File: src/rtl/alu_iter_if.sv
// Operand/result handshake bundle for alu_iter: request side (op, operands)
// and response side (result, flags), each with valid/ready.
interface alu_iter_if #(
  parameter int WIDTH = 32
);
  logic             in_valid;
  logic             in_ready;
  logic [3:0]       op;
  logic [WIDTH-1:0] in0;
  logic [WIDTH-1:0] in1;
  logic             out_valid;
  logic             out_ready;
  logic [WIDTH-1:0] result;
  logic             carry;
  logic             overflow;
  logic             zero;
  logic             illegal;
  logic             busy;

  modport master (
    output in_valid, op, in0, in1, out_ready,
    input  in_ready, out_valid, result, carry, overflow, zero, illegal, busy
  );

  modport slave (
    input  in_valid, op, in0, in1, out_ready,
    output in_ready, out_valid, result, carry, overflow, zero, illegal, busy
  );
endinterface

File: src/rtl/alu_iter.sv
// Multi-cycle WIDTH-bit ALU: single-cycle logic/arith ops, bit-serial shifts.
// Define ALU_ITER_SRA_EN to implement opcode 1000 as arithmetic right shift.
module alu_iter #(
  parameter int WIDTH = 32
) (
  input  logic      clk,
  input  logic      rst,
  alu_iter_if.slave bus
);
  localparam int SHAMT_W = $clog2(WIDTH);

  localparam logic [1:0] S_IDLE  = 2'd0;
  localparam logic [1:0] S_SHIFT = 2'd1;
  localparam logic [1:0] S_DONE  = 2'd2;

  localparam logic [3:0] OP_AND = 4'b0000;
  localparam logic [3:0] OP_OR  = 4'b0001;
  localparam logic [3:0] OP_ADD = 4'b0010;
  localparam logic [3:0] OP_SUB = 4'b0011;
  localparam logic [3:0] OP_SLT = 4'b0100;
  localparam logic [3:0] OP_NOR = 4'b0101;
  localparam logic [3:0] OP_SRL = 4'b0110;
  localparam logic [3:0] OP_SLL = 4'b0111;
`ifdef ALU_ITER_SRA_EN
  localparam logic [3:0] OP_SRA = 4'b1000;
`endif

  localparam logic [SHAMT_W-1:0] CNT_ZERO = SHAMT_W'(0);
  localparam logic [SHAMT_W-1:0] CNT_ONE  = SHAMT_W'(1);

  // One-bit shift step; returns {bit shifted out, shifted value}.
  function automatic logic [WIDTH:0] shift_step(input logic [3:0] o, input logic [WIDTH-1:0] v);
    case (o)
      OP_SLL:  shift_step = {v[WIDTH-1], v[WIDTH-2:0], 1'b0};
      OP_SRL:  shift_step = {v[0], 1'b0, v[WIDTH-1:1]};
`ifdef ALU_ITER_SRA_EN
      OP_SRA:  shift_step = {v[0], v[WIDTH-1], v[WIDTH-1:1]};
`endif
      default: shift_step = {1'b0, v};
    endcase
  endfunction

  logic [1:0]         state_r, state_nxt_s;
  logic [3:0]         op_r, op_nxt_s;
  logic [SHAMT_W-1:0] cnt_r, cnt_nxt_s;
  logic [WIDTH-1:0]   result_r, result_nxt_s;
  logic               carry_r, carry_nxt_s;
  logic               overflow_r, overflow_nxt_s;
  logic               zero_r, zero_nxt_s;
  logic               illegal_r, illegal_nxt_s;

  logic               in_ready_s;
  logic               accept_s;
  logic               sub_s;
  logic [WIDTH-1:0]   b_s;
  logic [WIDTH:0]     sum_s;
  logic               ovf_s;
  logic               slt_s;
  logic [SHAMT_W-1:0] shamt_s;
  logic [WIDTH:0]     first_s;
  logic [WIDTH:0]     iter_s;

  assign in_ready_s = (state_r == S_IDLE) || ((state_r == S_DONE) && bus.out_ready);
  assign accept_s   = bus.in_valid && in_ready_s;

  // SUB and SLT share the adder as in0 + ~in1 + 1.
  assign sub_s   = (bus.op == OP_SUB) || (bus.op == OP_SLT);
  assign b_s     = sub_s ? ~bus.in1 : bus.in1;
  assign sum_s   = {1'b0, bus.in0} + {1'b0, b_s} + {{WIDTH{1'b0}}, sub_s};
  assign ovf_s   = (bus.in0[WIDTH-1] == b_s[WIDTH-1]) && (sum_s[WIDTH-1] != bus.in0[WIDTH-1]);
  assign slt_s   = sum_s[WIDTH-1] ^ ovf_s;
  assign shamt_s = bus.in1[SHAMT_W-1:0];
  assign first_s = shift_step(bus.op, bus.in0);
  assign iter_s  = shift_step(op_r, result_r);

  // Next-state and next-output computation.
  always_comb begin
    state_nxt_s    = state_r;
    op_nxt_s       = op_r;
    cnt_nxt_s      = cnt_r;
    result_nxt_s   = result_r;
    carry_nxt_s    = carry_r;
    overflow_nxt_s = overflow_r;
    illegal_nxt_s  = illegal_r;
    case (state_r)
      S_SHIFT: begin
        result_nxt_s = iter_s[WIDTH-1:0];
        carry_nxt_s  = iter_s[WIDTH];
        cnt_nxt_s    = cnt_r - CNT_ONE;
        if (cnt_r == CNT_ONE) begin
          state_nxt_s = S_DONE;
        end else begin
          state_nxt_s = S_SHIFT;
        end
      end
      S_IDLE, S_DONE: begin
        if (accept_s) begin
          op_nxt_s       = bus.op;
          state_nxt_s    = S_DONE;
          carry_nxt_s    = 1'b0;
          overflow_nxt_s = 1'b0;
          illegal_nxt_s  = 1'b0;
          case (bus.op)
            OP_AND: result_nxt_s = bus.in0 & bus.in1;
            OP_OR:  result_nxt_s = bus.in0 | bus.in1;
            OP_NOR: result_nxt_s = ~(bus.in0 | bus.in1);
            OP_SLT: result_nxt_s = {{(WIDTH-1){1'b0}}, slt_s};
            OP_ADD, OP_SUB: begin
              result_nxt_s   = sum_s[WIDTH-1:0];
              carry_nxt_s    = sum_s[WIDTH];
              overflow_nxt_s = ovf_s;
            end
`ifdef ALU_ITER_SRA_EN
            OP_SRL, OP_SLL, OP_SRA: begin
`else
            OP_SRL, OP_SLL: begin
`endif
              // The first bit moves on the accept edge, so SHIFT lasts shamt-1 cycles.
              if (shamt_s == CNT_ZERO) begin
                result_nxt_s = bus.in0;
              end else begin
                result_nxt_s = first_s[WIDTH-1:0];
                carry_nxt_s  = first_s[WIDTH];
                cnt_nxt_s    = shamt_s - CNT_ONE;
                if (shamt_s == CNT_ONE) begin
                  state_nxt_s = S_DONE;
                end else begin
                  state_nxt_s = S_SHIFT;
                end
              end
            end
            default: begin
              result_nxt_s  = {WIDTH{1'b0}};
              illegal_nxt_s = 1'b1;
            end
          endcase
        end else if ((state_r == S_DONE) && bus.out_ready) begin
          state_nxt_s = S_IDLE;
        end else begin
          state_nxt_s = state_r;
        end
      end
      default: state_nxt_s = S_IDLE;
    endcase
    zero_nxt_s = ~|result_nxt_s;
  end

  // State and output registers.
  always_ff @(posedge clk or posedge rst) begin
    if (rst) begin
      state_r    <= S_IDLE;
      op_r       <= 4'b0000;
      cnt_r      <= CNT_ZERO;
      result_r   <= {WIDTH{1'b0}};
      carry_r    <= 1'b0;
      overflow_r <= 1'b0;
      zero_r     <= 1'b0;
      illegal_r  <= 1'b0;
    end else begin
      state_r    <= state_nxt_s;
      op_r       <= op_nxt_s;
      cnt_r      <= cnt_nxt_s;
      result_r   <= result_nxt_s;
      carry_r    <= carry_nxt_s;
      overflow_r <= overflow_nxt_s;
      zero_r     <= zero_nxt_s;
      illegal_r  <= illegal_nxt_s;
    end
  end

  assign bus.in_ready  = in_ready_s;
  assign bus.out_valid = (state_r == S_DONE);
  assign bus.busy      = (state_r == S_SHIFT);
  assign bus.result    = result_r;
  assign bus.carry     = carry_r;
  assign bus.overflow  = overflow_r;
  assign bus.zero      = zero_r;
  assign bus.illegal   = illegal_r;
endmodule

File: src/flat_wrapper.sv
// flat-port wrapper written by rule: the top's interface ports become plain ports
module alu_iter_flat 
#(
  parameter int WIDTH = 32
)
  (clk, rst, bus_in_valid, bus_op, bus_in0, bus_in1, bus_out_ready, bus_in_ready, bus_out_valid, bus_result, bus_carry, bus_overflow, bus_zero, bus_illegal, bus_busy);
  alu_iter_if #(.WIDTH(WIDTH)) bus_i ();
  input  logic clk;
  input  logic rst;
  input wire logic [$bits(bus_i.in_valid)-1:0] bus_in_valid;
  input wire logic [$bits(bus_i.op)-1:0] bus_op;
  input wire logic [$bits(bus_i.in0)-1:0] bus_in0;
  input wire logic [$bits(bus_i.in1)-1:0] bus_in1;
  input wire logic [$bits(bus_i.out_ready)-1:0] bus_out_ready;
  output wire logic [$bits(bus_i.in_ready)-1:0] bus_in_ready;
  output wire logic [$bits(bus_i.out_valid)-1:0] bus_out_valid;
  output wire logic [$bits(bus_i.result)-1:0] bus_result;
  output wire logic [$bits(bus_i.carry)-1:0] bus_carry;
  output wire logic [$bits(bus_i.overflow)-1:0] bus_overflow;
  output wire logic [$bits(bus_i.zero)-1:0] bus_zero;
  output wire logic [$bits(bus_i.illegal)-1:0] bus_illegal;
  output wire logic [$bits(bus_i.busy)-1:0] bus_busy;
  assign bus_i.in_valid = bus_in_valid;
  assign bus_i.op = bus_op;
  assign bus_i.in0 = bus_in0;
  assign bus_i.in1 = bus_in1;
  assign bus_i.out_ready = bus_out_ready;
  assign bus_in_ready = bus_i.in_ready;
  assign bus_out_valid = bus_i.out_valid;
  assign bus_result = bus_i.result;
  assign bus_carry = bus_i.carry;
  assign bus_overflow = bus_i.overflow;
  assign bus_zero = bus_i.zero;
  assign bus_illegal = bus_i.illegal;
  assign bus_busy = bus_i.busy;
  alu_iter #(.WIDTH(WIDTH)) u_core (.clk(clk), .rst(rst), .bus(bus_i));
endmodule
File: config.mk
export PLATFORM = sky130hd
export DESIGN_NAME = alu_iter_flat
export DESIGN_NICKNAME = d
export VERILOG_FILES = /design/src/rtl/alu_iter_if.sv /design/src/rtl/alu_iter.sv /design/src/flat_wrapper.sv
export SDC_FILE = /design/constraint.sdc
export NUM_CORES = 1
export LEC_CHECK = 0
export BUFFER_PORTS_ARGS = -buffer_cell sky130_fd_sc_hd__buf_2
export CELL_PAD_IN_SITES_DETAIL_PLACEMENT = 0
export CELL_PAD_IN_SITES_GLOBAL_PLACEMENT = 1
export CORE_MARGIN = 10
export CORE_UTILIZATION = 45
export CTS_CLUSTER_DIAMETER = 60
export DETAILED_ROUTE_END_ITERATION = 12
export GPL_TIMING_DRIVEN = 0
export PLACE_DENSITY_LB_ADDON = 0.1
export SYNTH_ARGS = -nofsm -noshare
export SYNTH_HDL_FRONTEND = slang
export SYNTH_SLANG_ARGS = --single-unit
File: constraint.sdc
create_clock -name clk -period 4.8 [get_ports clk]
set_clock_uncertainty 0.1 [all_clocks]
set_input_delay 0.48 -clock clk [delete_from_list [all_inputs] [get_ports clk]]
set_output_delay 0.48 -clock clk [all_outputs]
set_load 0.05 [all_outputs]
### Word level (Yosys, flattened, before mapping)

Index checks and enable logic that the tools add are counted.

* flip-flop bits (word level): 47
* bits of input ports: 72

* add/sub/neg operators: 4
* eq/ne operators: 19
* mux-type cells: 24
* bitwise logic cells: 5
* reductions and logical operators: 18

Operator list (count)
* 32-bit one-hot mux with 6 select lines: 1
* 33-bit one-hot mux with 2 select lines: 2
* 32-bit two-way mux: 3
* 32-bit inverter: 2
* 32-bit one-hot mux with 2 select lines: 1
* 32-bit by 32-bit adder with 33-bit output: 1
* 33-bit by 1-bit adder with 33-bit output: 1
* 32-bit AND: 1
* 32-bit OR: 1
* 32-bit OR reduction: 1
* 4-bit by 3-bit equality test with 1-bit output (second input constant): 6
* 5-bit two-way mux: 3
* 2-bit two-way mux: 6
* 5-bit by 1-bit equality test with 1-bit output (second input constant): 2
* 5-bit one-hot mux with 2 select lines: 1
* 5-bit by 1-bit subtractor with 5-bit output (second input constant): 2
* 4-bit by 2-bit equality test with 1-bit output (second input constant): 2
* 8-bit OR reduction: 1
* 2-bit OR reduction: 3
* 5-bit zero test: 1
* 4-bit by 1-bit equality test with 1-bit output (second input constant): 1
* 4-bit zero test: 1
* 1-bit two-way mux: 4
* 2-bit inequality test (second input constant): 2
* 16 further kinds: 21

### Logic depth before layout (Yosys ltp)

Gate-level depths: netlist of the first run.

* word-level depth: 13
* mapped depth: 17
* depth with buffers taken out: 15

### Worst setup path before layout of the first run

OpenSTA, ideal clock, no wires.

* path type: input to register
* start point: input port bus_op[1]
* end point: register u_core.zero_r, in the netlist u_core.bus.zero
* arrival: 4.526 ns
* slack: 0.079 ns
* cell stages on the path: 16
* path through: buf_2 > nor4bb_1 > nor2_1 > clkbuf_1 > xnor2_1 > ha_1 > nand3b_1 > a2111oi_0 > nor3_2 > o31ai_1 > mux2i_1 > o211ai_1 > or4_1 > nor4_2 > nand4b_1 > nor4b_2

* elaborated cells between the ends (all ways): 25

RTL lines
* start: declaration: line flat_wrapper.sv:11 `input wire logic [$bits(bus_i.op)-1:0] bus_op;`
* 4-bit by 2-bit equality test with 1-bit output / 4-bit by 3-bit equality test with 1-bit output (equally long branches): line alu_iter.sv:67, alu_iter.sv:103
* 1-bit logical OR: line alu_iter.sv:67 `assign sub_s = (bus.op == OP_SUB) || (bus.op == OP_SLT);`
* 32-bit two-way mux: line alu_iter.sv:68 `assign b_s = sub_s ? ~bus.in1 : bus.in1;`
* 32-bit by 32-bit adder with 33-bit output: line alu_iter.sv:69 `assign sum_s = {1'b0, bus.in0} + {1'b0, b_s} + {{WIDTH{1'b0}}, sub_s};`
* 33-bit by 1-bit adder with 33-bit output: line alu_iter.sv:69
* 32-bit one-hot mux with 6 select lines (*): line alu_iter.sv:103 `case (bus.op)`
* 32-bit two-way mux (*): line alu_iter.sv:97 `if (accept_s) begin`
* 32-bit one-hot mux with 2 select lines (*): line alu_iter.sv:85 `case (state_r)`
* via u_core.result_nxt_s[18]: line alu_iter.sv:46 `logic [WIDTH-1:0] result_r, result_nxt_s;`
* 32-bit OR reduction (*): line alu_iter.sv:145 `zero_nxt_s = ~|result_nxt_s;`
* 1-bit zero test (*): line alu_iter.sv:145
* via u_core.zero_nxt_s: line alu_iter.sv:49 `logic zero_r, zero_nxt_s;`
* end signal: assignment: line alu_iter.sv:166 `zero_r <= zero_nxt_s;`
* end: declaration: line alu_iter.sv:49

Mark *: on every way through the listed nets, which the timed path passes. The rest lies on a longest branch.
A chain may end at the register's enable or synchronous reset.

### Worst setup path in the final report of the first run

* start point: input port bus_op[3]
* end point: register u_core.zero_r, in the netlist u_core.bus.zero

Same word-level chain as after synthesis.

==> flow_summary.json, run 1 <==
{
  "outcome": "completed",
  "antenna_found_initial": 0,
  "routabilityCongestion": 0.958,
  "maxCapViolations": 0,
  "dp_cells": 1177,
  "min_path_type": "in2async",
  "critical-path-slowest-cell": "or4_4",
  "area_growth_pct": 17.3,
  "synth_top_area_share": 0.172,
  "syn-cell-area_um2": 6850,
  "grtUsageMet1": 0.357,
  "routed_wl_um": 29400,
  "fin_util": 0.534,
  "regArea_um2": 1180,
  "clkTransAtPathRegs_ns": 0.07,
  "io_pins": 111,
  "synthDistinctLibCells": 77,
  "synthCells": 883,
  "irDropWorstVdd_v": 0.000138,
  "fmax_ghz": 0.215,
  "final_antenna_net_count": 0,
  "ys_seq_elements": 47,
  "design_area_um2": 8030,
  "layout_setup_ws_ns": 0.144,
  "path_cells": "buf_2 -> buf_6 -> nor4bb_4 -> nor2_4 -> xnor2_2 -> inv_1 -> fa_2 -> nand3b_1 -> a2111oi_4 -> nor3_4 -> o31ai_4 -> mux2i_1 -> o211ai_1 -> or4_4 -> nor4_4 -> nand4b_1 -> nor4b_2",
  "grt-ovfl-total": 0,
  "grt.busiest_layer": "met2",
  "critPathMaxStageDelay_ns": 0.47,
  "n_antenna_cell": 0,
  "use_met2": 0.453,
  "detail_route.iter0.violations": 878,
  "synthFlopType": "dfrtp_1",
  "fillers": 1522,
  "grt_pass1_vias": 7489,
  "synth_edf_count": 0,
  "drive_gt1_frac": 0.192,
  "dieArea_um2": 20500,
  "path_class": "in2reg",
  "synth.avg_cell_area_um2": 7.75,
  "num_rows": 45,
  "p_per_area_nw_per_um2": 288,
  "setup_tns_ns": 0,
  "finalMaxSlewViolations": 0,
  "via_count": 7856,
  "die_w_um": 143,
  "numCtsBuffers": 5,
  "synthArstFlopShare": 1.00,
  "drc_errors": 0,
  "layout_worst_path_cycle_share": 0.970,
  "end_kind": "flip-flop",
  "die_h_um": 143,
  "finalCriticalPeriod_ns": 4.66,
  "synth_nets": 1001,
  "met3_usage": 0.0548,
  "htreeDepth": 2,
  "hold_viol": 0,
  "yosysWarnings": 0,
  "final_cells": 1198,
  "post-place-ws_ns": -1.16,
  "postCtsHoldBufs": 0,
  "synth_top_cells_by_area": "dfrtp_1, ha_1, mux2i_1",
  "path_buf_inv": 3,
  "clockBufferDepth": 2,
  "cts_tree": "done",
  "vias_per_cell": 6.56,
  "cp.arrival_ns": 4.77,
  "grt_start_max_net_pins": 33,
  "setup_viol": 0,
  "cp_max_fo": 6,
  "relSlewSlack": 0.143,
  "p_leak_nw": 3.47,
  "ys_seq_area_frac": 0.172,
  "cp-start-kind": "input pin",
  "postPlaceCellArea_um2": 7630,
  "worstMarginPinSlew_ns": 1.28,
  "clk_latency_ns": 0.30,
  "clockRootBuffer": "clkbuf_16",
  "critical-path-top-delay-family": "simple AND/OR/NAND/NOR gates",
  "design.core.area_um2": 15000,
  "yosysTopAreaCell": "dfrtp_1",
  "grt_usage": 0.277,
  "cts.sinks": 47,
  "crit_required_ns": 4.91,
  "multi_input_area_um2": 5410,
  "nNetsFinal": 1128,
  "first_pass_iters": 6,
  "port-buffer-count": 105,
  "routedWlPerCell_um": 24.5,
  "dp_hpwl_um": 21900,
  "start_util": 0.455,
  "grt_pass1_wl_um": 44500
}
[per-stage QoR]
stage | hold slack (ns) | power, mW
3_5_place_dp | 0.375 | 1.87
4_1_cts | 0.0725 | 2.25
3_3_place_gp | 0.362 | 1.87
2_1_floorplan | 0.366 | 1.48
5_1_grt | 0.0931 | 2.44
6_report | 0.0583 | 2.32
[worst reg2reg max path, stage by stage (launching register included)]
cell	delay, ns
dfrtp_1	0.32
clkbuf_1	0.46
buf_2	0.44
buf_1	0.66
mux2i_1	0.26
nor2_1	0.06
a221oi_1	0.30
o211ai_1	0.19
or4_4	0.54
nor4_4	0.27
nand4b_1	0.20
nor4b_2	0.27
[layout by cell type (no fill, tap or decap), types with 6 or more instances in the layout]
cell type	n
nor2b_1	8
xnor2_1	43
maj3_1	26
xor2_1	11
mux2_2	17
nand3_1	18
o221ai_1	8
dfrtp_1	47
buf_4	14
buf_6	8
a21oi_1	87
o21ai_0	45
inv_1	22
o32ai_1	8
o211ai_1	20
nor2_1	76
nand4_1	12
o22ai_1	18
o21a_1	7
nand2_1	71
clkbuf_1	32
buf_2	115
ha_1	42
o31ai_1	10
a22oi_1	11
a21o_1	6
mux2i_1	48
a222oi_1	15
a211oi_1	13
nor3_1	24
[worst paths after layout]
kind	start	to	slack (ns)	depth (start not counted)
worst min-delay path	rst	u_core.state_r[1]$_DFFE_PP0P_	0.06	2
max in group asynchronous	rst	u_core.bus.result[16]$_DFF_PP0_	4.01	3
min in group clk	bus_out_ready	u_core.state_r[1]$_DFFE_PP0P_	0.36	2
worst max register to register	u_core.op_r[0]$_DFFE_PP0P_	u_core.bus.zero$_DFF_PP0_	0.66	11
worst max-delay path	bus_op[3]	u_core.bus.zero$_DFF_PP0_	0.14	17
worst min register to register	u_core.bus.illegal$_DFFE_PP0P_	u_core.bus.illegal$_DFFE_PP0P_	0.39	2
[layer usage]
| metal | part of all wire | routed length, um |
|---|---|---|
| met1 | 0.42 | 12400 |
| met4 | 0.029 | 862 |
| met2 | 0.46 | 13600 |
| met3 | 0.085 | 2500 |
| met5 | 0 | 0 |
[state kept, by name, indices dropped and copies added (netlist names)]
name                 count
u_core.bus.zero          1
u_core.state_r           2
u_core.op_r              4
u_core.bus.overflow      1
u_core.bus.carry         1
u_core.bus.result       32
u_core.bus.illegal       1
u_core.cnt_r             5
[logic make-up (layout without fill, tap and decap cells)]
| kind of cell | count (synthesis) | after routing | share of synthesized area |
|---|---|---|---|
| muxes | 67 | 67 | 0.101 |
| adders and majority gates | 72 | 72 | 0.123 |
| DFF | 47 | 47 | 0.172 |
| buffers and inverters | 85 | 212 | 0.0565 |
| and+or+nand+nor | 261 | 261 | 0.190 |
| AOI/OAI and AO/OA | 296 | 296 | 0.286 |
| xor gates and xnor gates | 55 | 55 | 0.0704 |
[synth_stat cells (11+ instances only)]
library cell / instances
a211oi_1: 13
a21oi_1: 88
a222oi_1: 15
a22oi_1: 11
buf_2: 12
clkbuf_1: 35
dfrtp_1: 47
ha_1: 45
inv_1: 23
maj3_1: 26
mux2_2: 17
mux2i_1: 48
nand2_1: 71
nand3_1: 18
nand4_1: 12
nor2_1: 77
nor3_1: 24
o211ai_1: 20
o21ai_0: 46
o22ai_1: 18
o31ai_1: 12
xnor2_1: 44
xor2_1: 11
[power breakdown]
group / total [mW] / internal [mW] / switching [mW]
logic: 1.38 / 0.490 / 0.885
clock network: 0.368 / 0.191 / 0.177
registers: 0.573 / 0.476 / 0.0970
total: 2.32 / 1.16 / 1.16
[what timing repair did]
action	in CTS	in global routing
endpoints found under the setup margin	2	1
resized for setup	19	18
pin swaps	0	16
buffers inserted	0	14
[cell type report]
cell class / count / area share
Timing Repair Buffer: 120 / 0.0810
Clock inverter: 2 / 0.00171
Buffer: 59 / 0.0400
Sequential cell: 47 / 0.146
Multi-Input combinational cell: 751 / 0.674
Inverter: 26 / 0.0122
Clock buffer: 5 / 0.0156
Tap cell: 188 / 0.0293
No activity file was read; power rests on OpenSTA's default activity.
==> run 2: changes to the inputs <==
- RECOVER_POWER: unset -> 50
==> run 2 against run 1 <==
Net effect:
- the flow now finishes with violations (max-capacitance violations, max-slew violations)
- power fell by 0.45%
- flip-flop and latch count unchanged
- register-to-register slack got worse by 0.02 ns
- die area did not move
- cell area down 0.50%
- combinational power about the same
- clock power is essentially flat
- first-iteration DRC count down 4.0%
- via count shrank 0.10%
- critical path depth is the same
- utilization is 0.27 points lower
- routed wire length about the same
==> flow_summary.json, run 2 (synthesized netlist as in run 1, its figures left out) <==
{
  "outcome": "finished, violations left",
  "violations": "max-capacitance violations, max-slew violations",
  "final_cells": 1198,
  "via_count": 7848,
  "grt-ovfl-total": 0,
  "r2r-start": "u_core.op_r[0]$_DFFE_PP0P_",
  "detail_route.iter0.violations": 843,
  "cp_max_fo": 6,
  "drive_gt1_frac": 0.171,
  "post-place-ws_ns": -1.16,
  "dp_hpwl_um": 21900,
  "port-buffer-count": 105,
  "fmax_ghz": 0.214,
  "cp-start-kind": "input pin",
  "dp_cells": 1177,
  "vias_per_cell": 6.55,
  "die_h_um": 143,
  "layout_setup_ws_ns": 0.131,
  "first_pass_iters": 6,
  "setup_tns_ns": 0,
  "crit_required_ns": 4.91,
  "fillers": 1536,
  "rr_endpoint": "u_core.bus.zero$_DFF_PP0_",
  "clockBufferDepth": 2,
  "io_pins": 111,
  "finalCriticalPeriod_ns": 4.67,
  "postCtsHoldBufs": 0,
  "clkTransAtPathRegs_ns": 0.07,
  "design.core.area_um2": 15000,
  "cts_tree": "done",
  "nNetsFinal": 1128,
  "layout_worst_path_cycle_share": 0.973,
  "htreeDepth": 2,
  "r2r_slack_ns": 0.64,
  "multi_input_area_um2": 5410,
  "p_per_area_nw_per_um2": 289,
  "path_cells": "buf_2 -> buf_6 -> nor4bb_4 -> nor2_4 -> xnor2_2 -> inv_1 -> fa_2 -> nand3b_1 -> a2111oi_4 -> nor3_4 -> o31ai_4 -> mux2i_1 -> o211ai_1 -> or4_4 -> nor4_4 -> nand4b_1 -> nor4b_2",
  "final_antenna_net_count": 0,
  "antenna_found_initial": 0,
  "irDropWorstVdd_v": 0.000136,
  "area_growth_pct": 16.7,
  "layout_common_cells": "buf_2, a21oi_1, nor2_1",
  "critPathMaxStageDelay_ns": 0.47,
  "clockRootBuffer": "clkbuf_16",
  "min_path_type": "in2async",
  "routedWlPerCell_um": 24.5,
  "clk_latency_ns": 0.30,
  "routed_wl_um": 29400,
  "grt_pass1_wl_um": 44500,
  "start_util": 0.455,
  "path_class": "in2reg",
  "worstMarginPinSlew_ns": 1.97,
  "relSlewSlack": -0.313,
  "hold_viol": 0,
  "p_leak_nw": 3.39,
  "cts.sinks": 47,
  "die_w_um": 143,
  "path_buf_inv": 3,
  "numCtsBuffers": 5,
  "maxCapViolations": 1,
  "grt_pass1_vias": 7489,
  "cp.arrival_ns": 4.78,
  "drc_errors": 0,
  "r2r_cells": 11,
  "layout_commonest_cell": "buf_2",
  "critical-path-top-delay-family": "simple AND/OR/NAND/NOR gates",
  "finalMaxSlewViolations": 33,
  "regArea_um2": 1180,
  "end_kind": "flip-flop",
  "n_antenna_cell": 0,
  "critical-path-slowest-cell": "or4_4",
  "routabilityCongestion": 0.958,
  "grt_start_max_net_pins": 33,
  "dieArea_um2": 20500,
  "num_rows": 45,
  "setup_viol": 0,
  "largest_reg_flops": 32,
  "grt_usage": 0.277
}
[run 2: changes by cell type in the layout (fill, tap and decap cells not counted)]
cell / delta
inv_1: +1
buf_2: -19
buf_12: -1
inv_2: -1
clkbuf_1: +20
[run 2: final cells by class]
cell class / instances / area share
Buffer: 59 / 0.0402
Clock buffer: 5 / 0.0157
Clock inverter: 2 / 0.00172
Inverter: 26 / 0.0122
Multi-Input combinational cell: 751 / 0.677
Sequential cell: 47 / 0.147
Tap cell: 188 / 0.0294
Timing Repair Buffer: 120 / 0.0764
[run 2: per-stage QoR]
step	power [mW]	instance area (um^2)	hold WS, ns	util
CTS	2.25	7860	0.0725	0.523
floorplan	1.48	6850	0.366	-
global placement	1.87	7610	0.362	0.506
detailed placement	1.87	7630	0.375	0.507
global route	2.43	7990	0.228	0.532
finish	2.31	7990	0.158	0.532
[run 2: report_power, final]
part	internal [mW]	total (mW)	switching [mW]
Sequential	0.476	0.574	0.0979
Clock	0.191	0.367	0.175
Combinational	0.480	1.37	0.885
Total	1.15	2.31	1.16
[run 2: worst reg2reg max path, cell delays in order (launching register included)]
cell	delay [ns]
dfrtp_1	0.32
clkbuf_1	0.45
buf_2	0.44
buf_1	0.65
mux2i_1	0.26
nor2_1	0.05
a221oi_1	0.31
o211ai_1	0.21
or4_4	0.54
nor4_4	0.27
nand4b_1	0.20
nor4b_2	0.28
[run 2: routing by layer]
metal / GRT usage / vias up / wire length (um)
met1: 0.357 / 3745 / 12400
met2: 0.453 / 434 / 13600
met4: 0.0951 / 0 / 861
met5: 0 / - / 0
met3: 0.0548 / 64 / 2560
li1: - / 3605 / -
[run 2: repair_timing]
action / 4_1_cts / 5_1_grt
resized for setup: 19 / 18
endpoints found under the setup margin: 2 / 1
setup buffers: 0 / 14
pin swaps: 0 / 16
[run 2: how the worst max path moves through the flow]
stage | startpoint | end | slack, ns | depth (start not counted)
finish | bus_op[3] | u_core.bus.zero$_DFF_PP0_ | 0.13 | 17
global placement | bus_op[3] | u_core.bus.zero$_DFF_PP0_ | -1.22 | 17
floorplan | bus_op[1] | u_core.bus.zero$_DFF_PP0_ | 0.08 | 16
global route | bus_op[3] | u_core.bus.zero$_DFF_PP0_ | -0.003 | 17
detailed placement | bus_op[3] | u_core.bus.zero$_DFF_PP0_ | -1.16 | 17
CTS | bus_op[3] | u_core.bus.zero$_DFF_PP0_ | 0.04 | 17
